==> config.mk <==
export PLATFORM = sky130hd
export DESIGN_NAME = multi_mode_ff_bank
export DESIGN_NICKNAME = d
export VERILOG_FILES = /design/src/rtl/ff_bank_pkg.sv /design/src/rtl/ff_bank_cell.sv /design/src/rtl/multi_mode_ff_bank.sv
export SDC_FILE = /design/constraint.sdc
export NUM_CORES = 1
export LEC_CHECK = 0
export CAP_MARGIN = 5
export CORE_UTILIZATION = 25
export DETAILED_ROUTE_END_ITERATION = 12
export GPL_TIMING_DRIVEN = 0
export PLACE_DENSITY = 0.47
export SKIP_LAST_GASP = 1
export SLEW_MARGIN = 20
export SYNTH_ARGS = -nofsm -noshare
export SYNTH_HDL_FRONTEND = slang
export SYNTH_HIERARCHICAL = 1
export SYNTH_SLANG_ARGS = --single-unit
==> constraint.sdc <==
create_clock -name clk -period 3.6 [get_ports clk]
set_clock_uncertainty 0.1 [all_clocks]
set_input_delay 1.08 -clock clk [delete_from_list [all_inputs] [get_ports clk]]
set_output_delay 1.08 -clock clk [all_outputs]
set_load 0.05 [all_outputs]
==> src/rtl/ff_bank_pkg.sv <==
// Shared mode encoding and per-channel next-state rule for the configurable flip-flop bank.
package ff_bank_pkg;

  typedef enum logic [1:0] {
    MODE_SR = 2'b00,
    MODE_JK = 2'b01,
    MODE_D  = 2'b10,
    MODE_T  = 2'b11
  } mode_e;

  // Returns {q_next, illegal}; a is R/K/D/T and b is S/J.
  function automatic logic [1:0] ff_next(mode_e mode, logic a, logic b, logic q);
    logic q_n;
    logic ill;
    q_n = q;
    ill = 1'b0;
    case (mode)
      MODE_SR: begin
        case ({b, a})
          2'b10:   q_n = 1'b1;
          2'b01:   q_n = 1'b0;
          2'b11:   ill = 1'b1;
          default: q_n = q;
        endcase
      end
      MODE_JK: begin
        case ({b, a})
          2'b10:   q_n = 1'b1;
          2'b01:   q_n = 1'b0;
          2'b11:   q_n = ~q;
          default: q_n = q;
        endcase
      end
      MODE_D:  q_n = a;
      MODE_T:  q_n = q ^ a;
      default: q_n = q;
    endcase
    return {q_n, ill};
  endfunction

endpackage

==> src/rtl/ff_bank_cell.sv <==
// One storage channel: mode register, state flop, change pulse and sticky illegal-input flag.
module ff_bank_cell
  import ff_bank_pkg::*;
#(
  parameter logic  RESET_Q    = 1'b0,
  parameter mode_e RESET_MODE = MODE_D
) (
  input  logic  clk,
  input  logic  rst,
  input  logic  en,
  input  logic  a,
  input  logic  b,
  input  logic  cfg_load,
  input  mode_e cfg_mode,
  input  logic  err_clr,
  output logic  q,
  output logic  chg,
  output logic  err,
  output mode_e mode
);

  logic  q_q, q_d;
  logic  chg_q, chg_d;
  logic  err_q, err_d;
  mode_e mode_q, mode_d;
  logic  q_nxt;
  logic  illegal;

  always_comb begin
    {q_nxt, illegal} = ff_next(mode_q, a, b, q_q);
    // Disabled channels ignore a/b entirely, including for illegal detection.
    q_d    = en ? q_nxt : q_q;
    chg_d  = (q_d != q_q);
    err_d  = (en & illegal) | (err_q & ~err_clr);
    // Data path above uses mode_q, so a same-cycle write only takes effect next edge.
    mode_d = cfg_load ? cfg_mode : mode_q;
  end

  always_ff @(posedge clk or posedge rst) begin
    if (rst) begin
      q_q    <= RESET_Q;
      chg_q  <= 1'b0;
      err_q  <= 1'b0;
      mode_q <= RESET_MODE;
    end else begin
      q_q    <= q_d;
      chg_q  <= chg_d;
      err_q  <= err_d;
      mode_q <= mode_d;
    end
  end

  assign q    = q_q;
  assign chg  = chg_q;
  assign err  = err_q;
  assign mode = mode_q;

endmodule

==> src/rtl/multi_mode_ff_bank.sv <==
// Bank of WIDTH independent flip-flops, each runtime-configurable as SR, JK, D or T.
module multi_mode_ff_bank
  import ff_bank_pkg::*;
#(
  parameter int unsigned          WIDTH      = 8,
  parameter logic [WIDTH-1:0]     RESET_VAL  = {WIDTH{1'b0}},
  parameter logic [1:0]           RESET_MODE = 2'b10
) (
  input  logic                 clk,
  input  logic                 rst,
  input  logic [WIDTH-1:0]     en,
  input  logic [WIDTH-1:0]     a,
  input  logic [WIDTH-1:0]     b,
  input  logic                 cfg_we,
  input  logic [WIDTH-1:0]     cfg_mask,
  input  logic [1:0]           cfg_mode,
  input  logic [WIDTH-1:0]     err_clr,
  output logic [WIDTH-1:0]     q,
  output logic [WIDTH-1:0]     qn,
  output logic [WIDTH-1:0]     chg,
  output logic [WIDTH-1:0]     err,
  output logic [2*WIDTH-1:0]   mode_o
);

  mode_e cfg_mode_e;
  assign cfg_mode_e = mode_e'(cfg_mode);

  for (genvar i = 0; i < WIDTH; i++) begin : g_cell
    mode_e cell_mode;

    ff_bank_cell #(
      .RESET_Q    (RESET_VAL[i]),
      .RESET_MODE (mode_e'(RESET_MODE))
    ) u_cell (
      .clk      (clk),
      .rst      (rst),
      .en       (en[i]),
      .a        (a[i]),
      .b        (b[i]),
      .cfg_load (cfg_we & cfg_mask[i]),
      .cfg_mode (cfg_mode_e),
      .err_clr  (err_clr[i]),
      .q        (q[i]),
      .chg      (chg[i]),
      .err      (err[i]),
      .mode     (cell_mode)
    );

    assign mode_o[2*i +: 2] = cell_mode;
  end

  assign qn = ~q;

endmodule

==> out/qor.txt, run 1 <==
Core Region -> 0.0109 sq mm
Post-Syn Instances -> 288
Yosys warning total -> 6
Avg WL per Cell -> 13.2 um
cell area after synthesis -> 0.00280 sq mm
fmax -> 353 MHz
first-pass GRT wire length -> 11600 um
setup bufs post-CTS -> 0
Clock Sinks -> 40
Final nets -> 448
register area -> 0.00101 sq mm
RSZ-0062 raised after global routing -> false
crit path time final -> 2.83 ns
largest net degree at the start of global routing -> 12
layout cells sized above 1 -> 13.9%
Max IR drop VDD -> 0.229 mV
Seq cells post-synth -> 40
Filler cells -> 1094
clk_lat worst skew -> 0.28 ns
status -> finished, final reports clean
vias in the first global route -> 2432
Synth Area per Inst -> 9.73 sq um
Primary FF master, synth -> dfrtp_1
antenna cells -> 0
top cells by count, synth -> inv_1 (40), dfrtp_1 (32), o21ai_0 (24)
cell area after layout -> 0.00399 sq mm
WL final -> 6980 um
final setup vio count -> 0
FFs w/ async S/R, synth -> 100%
Worst R2R Setup Slack -> 2.22 ns
Max Cap Viol -> 0
CTS Buffer Depth -> 2
drt drc -> 0
Layout Cells excl Fill -> 528
relative slew slack -> 64.1%
Placer Congestion -> 0.784
Crit path max-delay family -> buffers and inverters
Yosys top cell by area -> dfrtp_1
FP Rows -> 38
die area -> 0.0116 sq mm
die height -> 108 um
Post-synth EDFFs -> 0
DRT antenna net count -> 0
top cell type's share of synthesized area -> 28.6%
DR iter-0 viols -> 97
number of buffers created by CTS -> 5
Leakage Power -> 1.66 nW
Final HPWL DP -> 5300 um
CP max stage cell -> clkdlybuf4s50_1
HP Class -> reg -> reg
DP Cell Count -> 520
crit end category -> output pin
vias -> 2494
max incr delay on CP -> 0.83 ns
DR vias/cell -> 4.72
Max FO, Critical Path -> 2
worst-margin pin slew -> 0.537 ns
Critical Path, Cell by Cell -> clkdlybuf4s50_1
cell area power density -> 519 mW/mm^2
P&R area growth vs syn -> 42.3%
ranking of synthesized cells by area -> dfrtp_1 (29%), dfstp_2 (7.5%), ha_1 (7.1%)
critical path launch point type -> flop
count leader, synth -> inv_1
final worst-path cycle share -> 78.7%
chip width -> 108 um
WP buf/inv -> 1
CP Data Required Time -> 2.42 ns
area of the multi-input gates -> 0.00143 sq mm
Yosys cell types -> 24
I/O pin count -> 93
syn nets -> 349
Port Buffer Count -> 92
Fin Setup TNS -> 0 ns
Hold Vio Cnt, Final -> 0
Reg clk slew, reported paths -> 0.08 ns
Seq/Total Area, Yosys -> 36.1%
starting density of the core -> 25.7%
drt first pass iters -> 4
critical path arrival -> 1.65 ns
H-tree depth -> 2
Clock Tree Root -> clkbuf_8
global-route usage over all layers -> 12.5%
hold_buf cts -> 0
final slew viol count -> 0
critical path class -> reg -> out
post-cts sizing count -> 0
placed cell areas -> 0.00390 sq mm
TritonCTS clock tree -> yes
initial antenna violation count -> 0
gr ovfl total -> 0
==> layout make-up <==
type / count / area share (%)
well taps: 140 / 4.39
multi-input cells: 184 / 35.9
repair buffers: 92 / 23.1
flip-flops and latches: 40 / 25.3
clock buffers: 8 / 2.26
inverters: 48 / 4.52
plain buffers: 16 / 4.52
==> logic make-up (layout without fill, tap and decap cells) <==
family | Yosys count | in the layout | share of synthesized area [%]
adder cells (fa/ha/maj) | 16 | 16 | 7.14
XOR/XNOR | 8 | 8 | 2.50
multiplexers | 16 | 16 | 6.07
buffers and inverters | 64 | 164 | 12.9
flip-flops | 40 | 40 | 36.1
AO/OA/AOI/OAI | 88 | 88 | 24.6
AND/OR/NAND/NOR | 56 | 56 | 10.7
==> worst paths after layout <==
check / startpoint / cells past startpoint / to
max in group asynchronous: rst / 2 / g_cell[0].u_cell/mode[1]
max: g_cell[2].u_cell/mode[1] / 1 / mode_o[5]
max reg2reg: g_cell[2].u_cell/mode[1] / 4 / g_cell[2].u_cell/q
min: g_cell[6].u_cell/err / 2 / g_cell[6].u_cell/err
min reg2reg: g_cell[6].u_cell/err / 2 / g_cell[6].u_cell/err
min in group asynchronous: rst / 2 / g_cell[5].u_cell/mode[0]
==> layer usage <==
| metal | share of wire [%] | wire, um | GRT usage, % |
|---|---|---|---|
| met3 | 6.2 | 432 | 3.51 |
| met2 | 47 | 3270 | 20.7 |
| met5 | 0 | 0 | 0 |
| met1 | 47 | 3260 | 16.3 |
| met4 | 0.22 | 15 | 2.35 |
==> registers in the layout (all words and copies together), names as in the netlist <==
register and count:
g_cell.u_cell/err 8, g_cell.u_cell/mode 16, g_cell.u_cell/chg 8, g_cell.u_cell/q 8
==> per-stage QoR <==
stage / setup slack, ns / power [mW] / hold WS [ns] / util, %
after detailed placement: 0.690 / 1.77 / 0.426 / 35.8
final: 0.765 / 2.07 / 0.436 / 36.6
after floorplan: 1.44 / 1.41 / 0.658 / -
after global placement: 0.694 / 1.76 / 0.426 / 35.8
after CTS: 0.743 / 2.10 / 0.443 / 36.6
after global routing: 0.692 / 2.20 / 0.452 / 36.6
==> report_power, final <==
part           total [mW]  switching (mW)  internal (mW)  leakage, nW
Clock               0.314           0.157          0.157       0.0455
Sequential          0.602          0.0669          0.535        0.490
Combinational        1.15           0.681          0.472         1.12
==> layout by cell type, fill, tap and decap left out, types with 16 or more instances in the layout <==
cell,instances
o21ai_0,24
clkdlybuf4s50_1,92
nand2_1,16
inv_1,40
ha_1,16
buf_6,16
dfrtp_1,32
No activity file was read; power rests on OpenSTA's default activity.
==> inputs of run 2 (changes only) <==
--- a/config.mk
+++ b/config.mk
@@ -9,7 +9,7 @@
 export CORE_UTILIZATION = 25
 export DETAILED_ROUTE_END_ITERATION = 12
 export GPL_TIMING_DRIVEN = 0
-export PLACE_DENSITY = 0.47
+export PLACE_DENSITY = 0.49
 export SKIP_LAST_GASP = 1
 export SLEW_MARGIN = 20
 export SYNTH_ARGS = -nofsm -noshare
==> constraint.sdc (replaced) <==
create_clock -name clk -period 2.6 [get_ports clk]
set_clock_uncertainty 0.1 [all_clocks]
set_input_delay 0.78 -clock clk [delete_from_list [all_inputs] [get_ports clk]]
set_output_delay 0.78 -clock clk [all_outputs]
set_load 0.05 [all_outputs]
==> run 2 against run 1 <==
Cell area stayed put. Largest power group unchanged. Clock power grew 42%. Setup slack worse by 0.70 ns. First-iteration DRC count is 21% higher. Worst hold slack better by 0.0015 ns. Final cell count stayed put. Critical path depth stayed put. Via count up 0.28%. Routed wire length up 0.83%. Global-route usage increased by 0.079 points. Non-clock buffer count stayed put.
==> out/qor.txt, run 2 (synthesis gave the netlist of run 1 again) <==
status -> finished, final reports clean
gr ovfl total -> 0 (unchanged)
RSZ-0062 raised after global routing -> false
most frequent cells in the layout -> clkdlybuf4s50_1 (92), inv_1 (40), dfrtp_1 (32)
Crit path max-delay family -> buffers and inverters
max incr delay on CP -> 0.81 ns (-0.02 ns)
met2 WL post-DR -> 3190 um (-2.4%)
Hold Crit Depth -> 2 (unchanged)
FP Rows -> 38 (unchanged)
P&R area growth vs syn -> 42.3% (unchanged)
crit path time final -> 2.53 ns
Crit. path cell count -> 1 (unchanged)
vias in the first global route -> 2469 (+1.5%)
WP buf/inv -> 1 (unchanged)
Max Cap Viol -> 0 (unchanged)
CP Data Required Time -> 1.72 ns (-0.70 ns)
chip width -> 108 um (unchanged)
TritonCTS clock tree -> yes
DR vias/cell -> 4.74 (+0.28%)
final worst-path cycle share -> 97.4%
number of buffers created by CTS -> 5 (unchanged)
Final HPWL DP -> 5210 um (-1.8%)
relative slew slack -> 65.8% (+1.6 points)
wl on met1 -> 3370 um (+3.4%)
highest metal used -> met4
hold_buf cts -> 0 (unchanged)
Port Buffer Count -> 92 (unchanged)
crit end category -> output pin
clk_lat worst skew -> 0.29 ns (about the same)
DRT antenna net count -> 0 (unchanged)
Core Region -> 0.0109 sq mm (unchanged)
Filler cells -> 1108 (+1.3%)
first-pass GRT wire length -> 11600 um (+0.72%)
final setup vio count -> 0 (unchanged)
Final nets -> 448 (unchanged)
die area -> 0.0116 sq mm (unchanged)
commonest non-fill, non-tap cell in the layout -> clkdlybuf4s50_1
vias -> 2501 (+0.28%)
DR iter-0 viols -> 117 (+21%)
max reg flops -> 16 (unchanged)
cell area power density -> 721 mW/mm^2 (+39%)
drt drc -> 0 (unchanged)
Reg clk slew, reported paths -> 0.08 ns (about the same)
Min Hold Slack -> 0.438 ns (+0.00148 ns)
setup bufs post-CTS -> 0 (unchanged)
final slew viol count -> 0 (unchanged)
starting density of the core -> 25.7% (unchanged)
worst-margin pin slew -> 0.512 ns (-0.0246 ns)
Clock Tree Root -> clkbuf_8
R2R depth -> 4 (unchanged)
Max IR drop VDD -> 0.302 mV (+32%)
drt first pass iters -> 4 (unchanged)
fmax -> 395 MHz
global-route usage over all layers -> 12.6% (+0.079 points)
I/O pin count -> 93 (unchanged)
initial antenna violation count -> 0 (unchanged)
Critical Path, Cell by Cell -> clkdlybuf4s50_1
layout cells sized above 1 -> 13.9% (unchanged)
post-cts sizing count -> 0 (unchanged)
critical path class -> reg -> out
critical path launch point type -> flop
Final Util -> 36.6% (unchanged)
Avg WL per Cell -> 13.3 um (+0.83%)
HP Class -> reg -> reg
met3 wire length -> 454 um (+5.1%)
critical path arrival -> 1.65 ns (about the same)
WL final -> 7030 um (+0.83%)
antenna cells -> 0 (unchanged)
Leakage Power -> 1.66 nW (unchanged)
Clock Sinks -> 40 (unchanged)
H-tree depth -> 2 (unchanged)
largest net degree at the start of global routing -> 12 (unchanged)
CP max stage cell -> clkdlybuf4s50_1
Hold Vio Cnt, Final -> 0 (unchanged)
die height -> 108 um (unchanged)
CTS Buffer Depth -> 2 (unchanged)
Placer Congestion -> 0.801 (+2.2%)
Max FO, Critical Path -> 2 (unchanged)
-- run 2: cell counts in the layout (fill, tap and decap cells not counted) --
No cell type changed its count.
-- run 2: cell type report --
cell class	instances	area [sq um]	area share [%]
Tap cell	140	175	4.39
Timing Repair Buffer	92	921	23.1
Sequential cell	40	1010	25.3
Buffer	16	180	4.52
Multi-Input combinational cell	184	1430	35.9
Clock buffer	8	90.1	2.26
Inverter	48	180	4.52
-- run 2: path summary, 6_finish.rpt --
check,to,startpoint,slack (ns)
setup reg to reg,g_cell[6].u_cell/q,g_cell[6].u_cell/mode[1],1.19
hold reg to reg,g_cell[7].u_cell/err,g_cell[7].u_cell/err,0.44
max in group asynchronous,g_cell[0].u_cell/mode[1],rst,1.21
min in group asynchronous,g_cell[1].u_cell/mode[0],rst,0.92
setup / recovery,mode_o[13],g_cell[6].u_cell/mode[1],0.07
hold / removal,g_cell[7].u_cell/err,g_cell[7].u_cell/err,0.44
-- run 2: through the flow --
| stage | power [mW] | cells | setup TNS, ns | instance area (sq um) | worst slack, ns |
|---|---|---|---|---|---|
| floorplan | 1.95 | 288 | 0 | 2800 | 0.735 |
| global placement | 2.44 | 520 | -0.0204 | 3900 | -0.0127 |
| detailed placement | 2.44 | 520 | -0.0191 | 3900 | -0.00789 |
| CTS | 2.92 | 528 | 0 | 3990 | 0.0463 |
| global route | 3.05 | 528 | 0 | 3990 | 0.0170 |
| finish | 2.87 | 528 | 0 | 3990 | 0.0678 |
-- run 2: routing by layer --
metal	track usage, %	vias up
met1	17.1	1182
met2	19.8	84
met4	3.03	0
li1	-	1233
met3	3.33	2
met5	0	-
-- run 2: where the power goes --
group | leakage [nW] | total, mW | switching [mW] | internal (mW)
logic | 1.12 | 1.59 | 0.940 | 0.654
registers | 0.490 | 0.833 | 0.0930 | 0.740
clock network | 0.0455 | 0.446 | 0.229 | 0.217
total | 1.66 | 2.87 | 1.26 | 1.61
==> inputs of run 3 (changes only) <==
--- a/config.mk
+++ b/config.mk
@@ -6,10 +6,11 @@
 export NUM_CORES = 1
 export LEC_CHECK = 0
 export CAP_MARGIN = 5
-export CORE_UTILIZATION = 25
+export CORE_ASPECT_RATIO = 0.5
+export CORE_UTILIZATION = 31
 export DETAILED_ROUTE_END_ITERATION = 12
 export GPL_TIMING_DRIVEN = 0
-export PLACE_DENSITY = 0.49
+export PLACE_DENSITY = 0.58
 export SKIP_LAST_GASP = 1
 export SLEW_MARGIN = 20
 export SYNTH_ARGS = -nofsm -noshare
==> run 3 against run 2 <==
Global-route usage rose by 3.7 points. Cell area rose by 0.69%. Sequential power rose by 0.6%. Critical path depth did not move. Via count rose by 1.4%. Clock-buffer cell count did not move. Worst hold slack barely moved. Power rose by 7.2%. Die area fell by 19%. Critical path type unchanged.
==> out/qor.txt, run 3 (synthesis gave the netlist of run 1 again) <==
vias -> 2537 (+1.4%)
max incr delay on CP -> 0.80 ns (about the same)
commonest non-fill, non-tap cell in the layout -> clkdlybuf4s50_1
H-tree depth -> 2 (unchanged)
Leakage Power -> 1.68 nW (+1.5%)
starting density of the core -> 32.1% (+6.3 points)
CTS Buffer Depth -> 2 (unchanged)
Final HPWL DP -> 5580 um (+7.1%)
layout cells sized above 1 -> 13.9% (unchanged)
Core Region -> 0.00874 sq mm (-20%)
TritonCTS clock tree -> yes
Internal -> 1.78 mW (+10%)
Reg clk slew, reported paths -> 0.06 ns (-0.02 ns)
P&R area growth vs syn -> 43.3%
r2r startpoint -> g_cell[5].u_cell/mode[1]
Sw Ratio -> 42.3% (-1.7 points)
part of the power in registers -> 27.2% (-1.8 points)
Critical Path, Cell by Cell -> clkdlybuf4s50_1
DR iter-0 viols -> 158 (+35%)
CP max stage cell -> clkdlybuf4s50_1
min-delay src -> g_cell[0].u_cell/err
critical path arrival -> 1.63 ns (-0.02 ns)
first-pass GRT wire length -> 12200 um (+4.9%)
drt drc -> 0 (unchanged)
hold_buf cts -> 0 (unchanged)
vias in the first global route -> 2497 (+1.1%)
Clock Sinks -> 40 (unchanged)
met3 Usage GRT -> 3.36% (+0.033 points)
chip width -> 136 um (+27%)
WP buf/inv -> 1 (unchanged)
global-route usage over all layers -> 16.3% (+3.7 points)
Sw Pwr -> 1.30 mW (+3.2%)
largest net degree at the start of global routing -> 12 (unchanged)
Final nets -> 448 (unchanged)
initial antenna violation count -> 0 (unchanged)
grt met1 use -> 21.2% (+4.1 points)
WL final -> 7340 um (+4.3%)
number of buffers created by CTS -> 5 (unchanged)
final slew viol count -> 0 (unchanged)
worst-margin pin slew -> 0.517 ns (+0.00527 ns)
Min Hold Slack -> 0.437 ns (-0.000387 ns)
Port Buffer Count -> 92 (unchanged)
Crit path max-delay family -> buffers and inverters
HP Class -> reg -> reg
drt first pass iters -> 8 (+4)
crit path from -> g_cell[2].u_cell/mode[1]
antenna cells -> 0 (unchanged)
fmax -> 398 MHz (+0.79%)
RSZ-0062 raised after global routing -> false
critical path class -> reg -> out
final setup vio count -> 0 (unchanged)
Hold Vio Cnt, Final -> 0 (unchanged)
Max Cap Viol -> 0 (unchanged)
Clock Tree Root -> clkbuf_16
clock share of power -> 20.6% (+5.1 points)
I/O pin count -> 93 (unchanged)
relative slew slack -> 65.4% (-0.35 points)
Comb power frac -> 52.2% (-3.3 points)
die height -> 69.2 um (-36%)
most frequent cells in the layout -> clkdlybuf4s50_1 (92), inv_1 (40), dfrtp_1 (32)
DR vias/cell -> 5.02 (+6.1%)
die area -> 0.00945 sq mm (-19%)
met2 Usage GRT -> 27.5% (+7.6 points)
Max FO, Critical Path -> 2 (unchanged)
status -> finished, final reports clean
Max IR drop VDD -> 0.450 mV (+49%)
Avg WL per Cell -> 14.5 um (+9.1%)
crit path time final -> 2.51 ns (-0.0199 ns)
CP Data Required Time -> 1.72 ns (about the same)
critical path launch point type -> flop
GR peak layer -> met2
DRT antenna net count -> 0 (unchanged)
setup bufs post-CTS -> 0 (unchanged)
Fin Setup TNS -> 0 ns (unchanged)
max reg flops -> 16 (unchanged)
clk_lat worst skew -> 0.28 ns (about the same)
post-cts sizing count -> 0 (unchanged)
FP Rows -> 24 (-37%)
Placer Congestion -> 0.813 (+1.5%)
final worst-path cycle share -> 96.6% (-0.76 points)
gr ovfl total -> 0 (unchanged)
crit end category -> output pin
cell area power density -> 768 mW/mm^2 (+6.5%)
[run 3: cell type report]
class	count	area, sq um
repair buffers	92	921
clock buffers	8	146
multi-input cells	184	1430
flip-flops and latches	40	1010
inverters	48	180
plain buffers	16	180
fillers	823	4720
well taps	117	146
[run 3: worst paths after layout]
path	cells past startpoint	slack, ns	end
max in group asynchronous	2	1.21	g_cell[2].u_cell/mode[1]
worst max register to register	4	1.19	g_cell[5].u_cell/q
worst min-delay path	2	0.44	g_cell[0].u_cell/err
worst max-delay path	1	0.09	mode_o[5]
min in group asynchronous	2	0.92	g_cell[1].u_cell/mode[0]
worst min register to register	2	0.44	g_cell[0].u_cell/err
[run 3: power by group through the flow]
stage / clock [mW] / combinational (mW) / sequential (mW)
after floorplan: 0 / 0.743 / 1.21
after global placement: 0 / 1.58 / 0.844
after detailed placement: 0 / 1.61 / 0.848
after CTS: 0.655 / 1.61 / 0.841
after global routing: 0.684 / 1.70 / 0.856
final: 0.634 / 1.61 / 0.838
[run 3: stage by stage]
step	cells	power [mW]	instance area (sq um)	setup slack (ns)	utilization [%]
final	505	3.08	4020	0.0877	46.0
after global routing	505	3.24	4020	0.0551	46.0
after CTS	505	3.11	4020	0.0734	46.0
after detailed placement	497	2.46	3870	-0.0612	44.3
after global placement	497	2.42	3870	0.0106	44.3
after floorplan	288	1.95	2800	0.735	-
[run 3: per-layer routing]
metal	part of all wire, %	wire length, um
met5	0	0
met3	4.0	290
met1	45	3320
met4	0.99	73
met2	50	3660
